==> src/rtl/aes_spi_pkg.sv <==
// Shared constants for the SPI front end of the external AES core:
// frame geometry, counter width, FSM state encodings and legal Nk/Nr pairs.
package aes_spi_pkg;

  localparam int MSG_W = 128;
  localparam int CNT_W = 9;
  localparam logic [CNT_W-1:0] CNT_MAX = 9'd255;
  localparam logic [CNT_W-1:0] CNT_ONE = 9'd1;

  typedef logic [2:0] state_t;

  localparam state_t ST_IDLE      = 3'd0;
  localparam state_t ST_LOAD_MSG  = 3'd1;
  localparam state_t ST_LOAD_KEY  = 3'd2;
  localparam state_t ST_START     = 3'd3;
  localparam state_t ST_WAIT      = 3'd4;
  localparam state_t ST_SHIFT_OUT = 3'd5;
  localparam state_t ST_DONE      = 3'd6;

  localparam int NK_LEGAL [3] = '{4, 6, 8};
  localparam int NR_LEGAL [3] = '{10, 12, 14};

  // AES-128/192/256 each pair a key length with exactly one round count.
  function automatic bit nk_nr_legal(input int nk, input int nr);
    bit ok;
    ok = 1'b0;
    for (int i = 0; i < 3; i++) begin
      if (NK_LEGAL[i] == nk && NR_LEGAL[i] == nr) ok = 1'b1;
    end
    return ok;
  endfunction

endpackage

==> src/rtl/spi_shift_in.sv <==
// Serial-to-parallel shifter: each enabled bit enters at the MSB, so the
// first bit received ends up in bit 0 once W bits have been shifted.
module spi_shift_in #(
  parameter int W = 128
) (
  input  logic         clk,
  input  logic         reset,
  input  logic         shift_en_i,
  input  logic         bit_i,
  output logic [W-1:0] data_o
);

  logic [W-1:0] data_q;

  always_ff @(posedge clk) begin
    if (reset) begin
      data_q <= '0;
    end else if (shift_en_i) begin
      data_q <= {bit_i, data_q[W-1:1]};
    end
  end

  assign data_o = data_q;

endmodule

==> src/rtl/spi_aes_slave.sv <==
// SPI-style slave that collects a message and key LSB first, hands them to an
// external AES core, and streams the 128-bit result back out on SOMI.
module spi_aes_slave
  import aes_spi_pkg::*;
#(
  parameter int Nk = 4,
  parameter int Nr = 10
) (
  input  logic             clk,
  input  logic             reset,
  input  logic             CSS,
  input  logic             SIMO,
  input  logic             mode,
  output logic             SOMI,
  output logic             aes_start,
  output logic             aes_mode,
  output logic [MSG_W-1:0] aes_msg,
  output logic [Nk*32-1:0] aes_key,
  input  logic             aes_done,
  input  logic [MSG_W-1:0] aes_result,
  output logic             busy,
  output logic             frame_err
);

  localparam int KEY_W = Nk * 32;
  localparam logic [CNT_W-1:0] MSG_LAST = CNT_W'(MSG_W - 2);
  localparam logic [CNT_W-1:0] KEY_LAST = CNT_W'(KEY_W - 1);
  localparam logic [CNT_W-1:0] OUT_LAST = CNT_W'(MSG_W - 1);

  if (!nk_nr_legal(Nk, Nr)) begin : g_bad_params
    $error("spi_aes_slave: illegal Nk/Nr combination");
  end

  state_t             state_q, state_d;
  logic [CNT_W-1:0]   cnt_q, cnt_d;
  logic               mode_q;
  logic [MSG_W-1:0]   result_q;
  logic               somi_q, somi_d;
  logic               frame_err_q;
  logic               msg_shift, key_shift, load_result, abort;
  logic [6:0]         out_idx;

  // The IDLE->LOAD_MSG edge already carries message bit 0, so LOAD_MSG only
  // needs 127 more shifts before the key starts with no gap.
  always_comb begin
    state_d     = state_q;
    msg_shift   = 1'b0;
    key_shift   = 1'b0;
    load_result = 1'b0;
    abort       = 1'b0;
    case (state_q)
      ST_IDLE: begin
        if (!CSS) begin
          msg_shift = 1'b1;
          state_d   = ST_LOAD_MSG;
        end
      end
      ST_LOAD_MSG: begin
        if (CSS) begin
          abort = 1'b1;
        end else begin
          msg_shift = 1'b1;
          if (cnt_q == MSG_LAST) state_d = ST_LOAD_KEY;
        end
      end
      ST_LOAD_KEY: begin
        if (CSS) begin
          abort = 1'b1;
        end else begin
          key_shift = 1'b1;
          if (cnt_q == KEY_LAST) state_d = ST_START;
        end
      end
      ST_START: begin
        if (CSS) abort = 1'b1;
        else     state_d = ST_WAIT;
      end
      ST_WAIT: begin
        if (CSS) begin
          abort = 1'b1;
        end else if (aes_done) begin
          load_result = 1'b1;
          state_d     = ST_SHIFT_OUT;
        end
      end
      ST_SHIFT_OUT: begin
        if (CSS) abort = 1'b1;
        else if (cnt_q == OUT_LAST) state_d = ST_DONE;
      end
      ST_DONE: begin
        if (CSS) state_d = ST_IDLE;
      end
      default: state_d = ST_IDLE;
    endcase
    if (abort) state_d = ST_IDLE;

    if (state_d != state_q)     cnt_d = '0;
    else if (cnt_q == CNT_MAX)  cnt_d = cnt_q;
    else                        cnt_d = cnt_q + CNT_ONE;
  end

  // SOMI is registered one bit ahead: bit 0 comes straight from the core on
  // aes_done, later bits are fetched from the stored result by counter.
  assign out_idx = cnt_q[6:0] + 7'd1;

  always_comb begin
    somi_d = 1'b0;
    if (load_result) begin
      somi_d = aes_result[0];
    end else if (state_q == ST_SHIFT_OUT && state_d == ST_SHIFT_OUT) begin
      somi_d = result_q[out_idx];
    end
  end

  always_ff @(posedge clk) begin
    if (reset) begin
      state_q     <= ST_IDLE;
      cnt_q       <= '0;
      mode_q      <= 1'b0;
      result_q    <= '0;
      somi_q      <= 1'b0;
      frame_err_q <= 1'b0;
    end else begin
      state_q     <= state_d;
      cnt_q       <= cnt_d;
      somi_q      <= somi_d;
      frame_err_q <= abort;
      if (state_q == ST_IDLE && !CSS) mode_q <= mode;
      if (load_result) result_q <= aes_result;
    end
  end

  spi_shift_in #(.W(MSG_W)) u_msg_shift (
    .clk        (clk),
    .reset      (reset),
    .shift_en_i (msg_shift),
    .bit_i      (SIMO),
    .data_o     (aes_msg)
  );

  spi_shift_in #(.W(KEY_W)) u_key_shift (
    .clk        (clk),
    .reset      (reset),
    .shift_en_i (key_shift),
    .bit_i      (SIMO),
    .data_o     (aes_key)
  );

  // Status outputs are forced low while reset is held, not just after it.
  assign SOMI      = somi_q & ~reset;
  assign aes_start = (state_q == ST_START) & ~reset;
  assign aes_mode  = mode_q & ~reset;
  assign busy      = (state_q != ST_IDLE) & ~reset;
  assign frame_err = frame_err_q & ~reset;

endmodule

==> config.mk <==
export PLATFORM = sky130hd
export DESIGN_NAME = spi_aes_slave
export DESIGN_NICKNAME = d
export VERILOG_FILES = /design/src/rtl/aes_spi_pkg.sv /design/src/rtl/spi_shift_in.sv /design/src/rtl/spi_aes_slave.sv
export SDC_FILE = /design/constraint.sdc
export NUM_CORES = 1
export LEC_CHECK = 0
export CAP_MARGIN = 20
export CORE_MARGIN = 3
export CORE_UTILIZATION = 54
export CTS_BUF_LIST = sky130_fd_sc_hd__clkbuf_4 sky130_fd_sc_hd__clkbuf_8
export DETAILED_ROUTE_END_ITERATION = 16
export DONT_BUFFER_PORTS = 1
export PLACE_DENSITY = 0.79
export SYNTH_ARGS = -nofsm -noshare
export SYNTH_HDL_FRONTEND = slang
export SYNTH_HIERARCHICAL = 1
export SYNTH_SLANG_ARGS = --single-unit
export TNS_END_PERCENT = 5
==> constraint.sdc <==
create_clock -name clk -period 7.8 [get_ports clk]
set_clock_uncertainty 0.2 [all_clocks]
set_input_delay 1.95 -clock clk [delete_from_list [all_inputs] [get_ports clk]]
set_output_delay 1.95 -clock clk [all_outputs]
set_load 0.005 [all_outputs]
Yosys cells after proc, flatten, opt, wreduce, memory -nomap -nowiden
Cells that the tools add are included.

word-level totals
  flip-flop bits (word level) = 399
  bits in latches = 0
  RAM bits = 0
  memory bits (read-only) = 0
  input port bits = 134
  output and inout port bits = 261
  word-level logic and storage cells = 61
  memories = 0

operators by class
  $add $sub $neg = 2
  multipliers = 0
  divide/modulo/power cells = 0
  order comparisons = 1
  eq/ne operators = 11
  shift-type cells = 0
  multiplexer cells = 25
  bitwise operators = 6
  reduce and logical (&&, ||, !) cells = 8

operators by type and width
  operator                                             count
  two-way mux 3 bit                                    12
  one-hot mux 3 bit (7 select lines)                   1
  equality test 9 x 7 -> 1 bit, second input constant  2
  equality test 3 bit, second input constant           4
  two-way mux 1 bit                                    11
  adder 9 x 1 -> 9 bit, second input constant          1
  equality test 9 x 8 -> 1 bit, second input constant  1
  < comparator 7 x 8 -> 1 bit, second input constant   1
  adder 7 x 1 -> 7 bit, second input constant          1
  binary-select mux 1 bit (select 7 bit)               1
  equality test 3 x 2 -> 1 bit, second input constant  2
  AND 1 bit                                            5
  OR reduction 5 bit                                   1
  OR reduction 2 bit                                   2
  equality test 3 x 1 -> 1 bit, second input constant  1
  logical NOT 3 bit                                    1
  != test 3 bit                                        1
  nonzero test 3 bit                                   1
  logical AND 1 bit                                    2
  logical NOT 1 bit                                    1
  inverter 1 bit                                       1

Longest topological paths before layout
Gate-level depths: netlist of run 1.

  word-level depth = 9
  gate-level depth with buffers = 12
  depth with buffers taken out = 10

Hierarchy
The synthesis of run 1 kept the hierarchy.

by module, submodules not included
  module         instances  cells an instance  area an instance (um2)  sequential area each (um2)
  spi_shift_in   2          412                4,652.0                 2,562.5
  spi_aes_slave  1          784                6,441.2                 2,862.7

Worst setup path before layout of run 1
Ideal clock, no wire load.

  path type = input to output
  start = input reset
  end = output aes_start
  arrival = 2,575 ps
  required time = 5,650 ps
  setup slack = 3,075 ps
  cell stages on the path = 3
  buffers on the path = 2
  cells stage by stage = clkbuf_1 > clkbuf_1 > nor4b_1

on the way
  cells in the longest elaborated chain, start to end = 2

ends and longest elaborated chain
  element          RTL line              text
  start, declared  spi_aes_slave.sv:10   input logic reset,
  inverter 1 bit   spi_aes_slave.sv:151  assign aes_start = (state_q == ST_START) & ~reset;
  AND 1 bit        spi_aes_slave.sv:151
  end, declared    spi_aes_slave.sv:15   output logic aes_start,

No other way between the ends.

Worst setup path after layout of run 1
Ends and elaborated chain as after synthesis.

==> results_dict.tcl, run 1 <==
set metrics [dict create \
    synth.cell_area_mm2 0.0157 \
    ys_seq_elements 399 \
    cts.path.max_buffers 3 \
    i_o_buffers 0 \
    maxSlewViolCount 0 \
    drc 0 \
    synth_edf_count 0 \
    leakage_power_figure_nw 5.96 \
    clock-root-buffer "sky130_fd_sc_hd__clkbuf_8" \
    run_status "complete, no violations" \
    finalCritPeriodShare 0.595 \
    cp-end-kind "primary output" \
    htree_levels 2 \
    die-height_um 177 \
    critPathSlowestCell "sky130_fd_sc_hd__nor4b_1" \
    initial_core_util 0.558 \
    wire_length_of_the_first_global_routing_pass_um 54000 \
    final.min_clock_period_ps 4640 \
    ys_dominant_reg_cell "sky130_fd_sc_hd__dfxtp_1" \
    layout.cells.most_common_list "sky130_fd_sc_hd__dfxtp_1 (398), sky130_fd_sc_hd__nor2_1 (293), sky130_fd_sc_hd__nand2_1 (275)" \
    area_growth_pct 5.44 \
    timing.fmax_mhz 216 \
    final_core_utilization 0.588 \
    vdd.ir_drop.worst_uv 144 \
    hp-class "reg -> reg" \
    setup-violations-final 0 \
    ratio_of_cells_with_drive_above_1_in_the_final_layout 0.0917 \
    rsz_0062_raised_after_global_routing "no" \
    synth.yosys.seq_area_share 0.507 \
    drt-wirelength-per-cell_um 17.8 \
    grt_antenna_before_repair 0 \
    crit_chain "nor4b_1" \
    boundaryPins 395 \
    synth.net_count 1745 \
    antenna_cells 0 \
    cts_inserted_buffers 60 \
    nFillCells 2398 \
    core_region_mm2 0.0282 \
    layout.cells.most_common "sky130_fd_sc_hd__dfxtp_1" \
    via_per_inst 5.43 \
    synth_top_cell_area_share 0.507 \
    worstSetupStartpointType "input pin" \
    ys.warnings.count 6 \
    async_flop_share 0 \
    required_ps 5650 \
    worst_pin_slew_ps 1090 \
    setup_total_negative_slack_ps 0 \
    cts_repair_resize_count 0 \
    grtUsageTotal 0.211 \
    clock_sink_count 399 \
    route.vias.total 10705 \
    path_buf_inv 0 \
    timing.critical_path.from "reset" \
    insertion_delay_ps 590 \
    syn_avg_cell_area_um2 9.79 \
    hold_violation_total_from_the_final_report 0 \
    synth_top_cells_by_area "sky130_fd_sc_hd__dfxtp_1 (51%), sky130_fd_sc_hd__mux2i_1 (17%), sky130_fd_sc_hd__nor2_1 (7.0%)" \
    detail_route.first_pass.iterations 5 \
    hold_buffer_count_at_cts 0 \
    post-cts-setup-buffer-count 0 \
    first_global_vias 10247 \
    cts_tree "done" \
    timing.critical_path.arrival_ps 2490 \
    grt.overflow.total 0 \
    synth_area_leader_cell "sky130_fd_sc_hd__dfxtp_1" \
    clk_pin_slew_ps 60 \
    grt_start_max_net_pins 398 \
    timing.max_slew.rel_slack 0.265 \
    power.density_cell_area_mw_per_mm2 230 \
    drt_first_iter_violations 682 \
    totalWireLength_um 35100 \
    timing.rr.start "cnt_q[0]" \
    synthDistinctLibCells 46 \
    num_rows 61 \
    worstPathMaxFanout 397 \
    die_width_um 177 \
    maxCapViolations 0 \
    hpwlAfterDp_um 23500 \
    route.antenna.remaining_nets 0 \
    critical-path-top-delay-family "simple AND/OR/NAND/NOR gates" \
    globalplace.congestion 0.786 \
    final_nets 1696 \
    hold_path.startpoint "result_q[84]" \
    worst_setup_path_class "in -> out" \
    slowest_stage_delay_cp_ps 420 \
    netlist_instances 1608 \
    die_footprint_mm2 0.0312 \
]
-- state kept, by name, indices dropped and copies added, names as in the netlist --
signal and flops:
result_q 128, u_key_shift/data_o 128, u_msg_shift/data_o 128, cnt_q 9
state_q 3, frame_err_q 1, mode_q 1, somi_q 1
-- worst paths after layout --
check / to / slack, ps / cells after the start
max: aes_start / 3160 / 1
min: result_q[84] / 250 / 2
max reg2reg: somi_q / 4380 / 8
min reg2reg: result_q[84] / 250 / 2
-- report_power, final --
part           internal [mW]  leakage [nW]  switching [mW]  total, mW
Clock                  0.911         0.622           0.759       1.67
Sequential              2.04          3.21         0.00421       2.05
Combinational         0.0428          2.13          0.0550     0.0978
Total                   2.99          5.96           0.818       3.81
-- logic make-up after synthesis --
| family | synth area share |
|---|---|
| XOR/XNOR | 0.00771 |
| flip-flops | 0.507 |
| AO/OA/AOI/OAI | 0.0556 |
| multiplexers | 0.212 |
| buffers and inverters | 0.0608 |
| AND/OR/NAND/NOR | 0.154 |
| adder cells (fa/ha/maj) | 0.00238 |
-- routing by layer --
layer / GRT usage / wire length [um]
met2: 0.366 / 17300
met5: 0 / 0
met1: 0.236 / 13200
met3: 0.0888 / 3880
met4: 0.0612 / 714
-- synth_stat cells, types with 2 or more instances --
cell type	n
sky130_fd_sc_hd__nor4_1	3
sky130_fd_sc_hd__ha_1	3
sky130_fd_sc_hd__dfxtp_1	399
sky130_fd_sc_hd__nand3_1	10
sky130_fd_sc_hd__nor2_1	293
sky130_fd_sc_hd__nor4b_1	3
sky130_fd_sc_hd__nand2_1	275
sky130_fd_sc_hd__nor3b_1	4
sky130_fd_sc_hd__buf_2	16
sky130_fd_sc_hd__buf_4	3
sky130_fd_sc_hd__nor3_1	6
sky130_fd_sc_hd__buf_6	5
sky130_fd_sc_hd__o21ai_0	5
sky130_fd_sc_hd__o22ai_1	7
sky130_fd_sc_hd__xor2_1	6
sky130_fd_sc_hd__nand2b_1	2
sky130_fd_sc_hd__nand4_1	3
sky130_fd_sc_hd__xnor2_1	6
sky130_fd_sc_hd__a21oi_1	133
sky130_fd_sc_hd__clkbuf_1	69
sky130_fd_sc_hd__nor2b_1	8
sky130_fd_sc_hd__mux4_2	32
sky130_fd_sc_hd__nand3b_1	3
sky130_fd_sc_hd__o2111ai_1	2
sky130_fd_sc_hd__inv_1	4
sky130_fd_sc_hd__and3_1	2
sky130_fd_sc_hd__buf_12	26
sky130_fd_sc_hd__mux2i_1	262
-- worst register-to-register path, cell delays in order, from the launching register on --
cell and delay (ps):
sky130_fd_sc_hd__dfxtp_2 310, sky130_fd_sc_hd__buf_4 560, sky130_fd_sc_hd__ha_1 530, sky130_fd_sc_hd__xor2_2 730
sky130_fd_sc_hd__mux2i_1 380, sky130_fd_sc_hd__o21ai_0 130, sky130_fd_sc_hd__o2111ai_1 130, sky130_fd_sc_hd__a222oi_1 100
sky130_fd_sc_hd__a31o_2 250
-- stage by stage --
step	cell area [um2]	instances	setup slack (ps)	power, mW	hold WS [ps]
after detailed placement	15400	1872	3280	2.19	245
after global placement	15400	1872	3290	2.19	239
final	16600	1971	3160	3.81	251
after global routing	16600	1971	3230	3.96	272
after CTS	16500	1968	3270	3.86	254
after floorplan	15700	1608	3080	2.22	233
-- area by class of cell --
class                   count  area, um2  share of cell area
flip-flops and latches    399       7990               0.481
multi-input cells        1085       6820               0.411
clock buffers              83       1070              0.0643
well taps                 378        473              0.0285
repair buffers              9        133             0.00799
clock inverters            13        109             0.00656
inverters                   4       15.0            0.000904
(Power assumes the default switching activity.)
==> run 2, diff against run 1 <==
==> constraint.sdc (replaced) <==
create_clock -name clk -period 4.6 [get_ports clk]
set_clock_uncertainty 0.2 [all_clocks]
set_input_delay 1.15 -clock clk [delete_from_list [all_inputs] [get_ports clk]]
set_output_delay 1.15 -clock clk [all_outputs]
set_load 0.005 [all_outputs]
==> run 2 against run 1 <==
  * Clock-buffer cell count grew 15
  * Flip-flop and latch count is the same
  * Worst hold slack gained 0.63 ps
  * Core utilization grew 0.44 points
  * Critical path depth grew 1
  * Non-clock buffer count shrank 2
  * First-iteration DRC count grew 0.44%
  * Register-to-register slack lost 2600 ps
  * Die area is the same
  * Power grew 76%
  * Setup slack lost 1800 ps
  * Combinational power grew 67%
==> results_dict.tcl, run 2 (same netlist as run 1, synthesis figures left out) <==
set metrics [dict create \
    crit_chain "nor3_1 -> nor2_1" \
    hold_buffer_count_at_cts 0 \
    num_rows 61 \
    cp-end-kind "primary output" \
    detail_route.first_pass.iterations 5 \
    timing.max_slew.rel_slack 0.351 \
    setup_total_negative_slack_ps 0 \
    cts_tree "done" \
    clock_sink_count 399 \
    ff_latch_area_mm2 0.00799 \
    die-height_um 177 \
    share_clk_of_total_power 0.460 \
    ratio_of_cells_with_drive_above_1_in_the_final_layout 0.0984 \
    pwr-share-seq 0.515 \
    leakage_power_figure_nw 6.03 \
    maxSlewViolCount 0 \
    post-cts-setup-buffer-count 0 \
    die_footprint_mm2 0.0312 \
    hold_violation_total_from_the_final_report 0 \
    wire_length_of_the_first_global_routing_pass_um 54000 \
    clock-root-buffer "sky130_fd_sc_hd__clkbuf_8" \
    worst_setup_path_class "reg -> out" \
    die_width_um 177 \
    final.min_clock_period_ps 3280 \
    required_ps 3250 \
    totalWireLength_um 35300 \
    worstSetupStartpointType "register" \
    nFillCells 2327 \
    insertion_delay_ps 590 \
    rsz_0062_raised_after_global_routing "no" \
    first_global_vias 10078 \
    power.density_cell_area_mw_per_mm2 402 \
    htree_levels 2 \
    vdd.ir_drop.worst_uv 331 \
    maxCapViolations 0 \
    total_switching_power_mw 1.43 \
    drc 0 \
    grt_start_max_net_pins 398 \
    initial_core_util 0.558 \
    i_o_buffers 0 \
    p_total_mw 6.73 \
    boundaryPins 395 \
    run_status "complete, no violations" \
    timing.critical_path.from "state_q[2]" \
    hpwlAfterDp_um 23700 \
    internal_cell_power_mw 5.30 \
    core_region_mm2 0.0282 \
    cts_repair_resize_count 0 \
    worstPathMaxFanout 13 \
    layout.cells.most_common_list "sky130_fd_sc_hd__dfxtp_1 (398), sky130_fd_sc_hd__nor2_1 (293), sky130_fd_sc_hd__nand2_1 (275)" \
    worst_pin_slew_ps 966 \
    timing.critical_path.arrival_ps 1930 \
    hp-class "reg -> reg" \
    layout.cells.most_common "sky130_fd_sc_hd__dfxtp_1" \
    grtUsageTotal 0.210 \
    clk_pin_slew_ps 70 \
    timing.fmax_mhz 304 \
    finalCritPeriodShare 0.714 \
    antenna_cells 0 \
    drt-wirelength-per-cell_um 17.8 \
    grt.overflow.total 0 \
    route.vias.total 10713 \
    final_nets 1694 \
    critPathSlowestCell "sky130_fd_sc_hd__nor3_1" \
    route.antenna.remaining_nets 0 \
    via_per_inst 5.40 \
    cts.path.max_buffers 3 \
    globalplace.congestion 0.805 \
    multi_input_area_mm2 0.00682 \
    area_growth_pct 6.23 \
    combPwrFrac 0.024 \
    grt_antenna_before_repair 0 \
    hold_path.startpoint "result_q[61]" \
    slowest_stage_delay_cp_ps 710 \
    switching_share 0.212 \
    setup-violations-final 0 \
    timing.rr.start "cnt_q[1]" \
    cts_inserted_buffers 60 \
    drt_first_iter_violations 685 \
]
==> run 2: area by class of cell <==
cell class	instances	area share
flip-flops and latches	399	0.478
clock buffers	98	0.0720
repair buffers	7	0.00613
inverters	4	0.000898
multi-input cells	1085	0.408
clock inverters	12	0.00748
well taps	378	0.0283
==> run 2: critical path: cells and delay by family (launching register included) <==
kind             cells  cell delay (ps)
DFF                  1              490
and+or+nand+nor      2              850
==> run 2: power groups by stage <==
| stage | combinational [mW] | clock (mW) | sequential [mW] |
|---|---|---|---|
| 2_1_floorplan | 0.217 | 0 | 3.54 |
| 3_3_place_gp | 0.163 | 0 | 3.54 |
| 3_5_place_dp | 0.165 | 0 | 3.54 |
| 4_1_cts | 0.166 | 3.15 | 3.47 |
| 5_1_grt | 0.174 | 3.32 | 3.47 |
| 6_report | 0.163 | 3.10 | 3.47 |
==> run 2: metal layers <==
layer  part of all wire  vias up  track usage
met5                  0        -            0
met4              0.023        0       0.0632
met3               0.11       61       0.0852
met2               0.49      381        0.360
met1               0.38     4983        0.242
li1                   -     5288            -
==> run 2: path summary, 6_finish.rpt <==
kind / endpoint / slack (ps) / cells past startpoint
setup / recovery: busy / 1320 / 2
hold / removal: result_q[61] / 250 / 2
setup reg to reg: cnt_q[7] / 1770 / 10
hold reg to reg: result_q[61] / 250 / 2
==> run 2: through the flow <==
step	utilization	instances	setup WS (ps)	cell area (um2)	hold slack, ps
finish	0.592	1983	1320	16700	252
global route	0.592	1983	1230	16700	268
floorplan	-	1608	1480	15700	233
CTS	0.592	1983	1270	16700	251
detailed placement	0.545	1873	1580	15400	243
global placement	0.545	1873	1610	15400	239
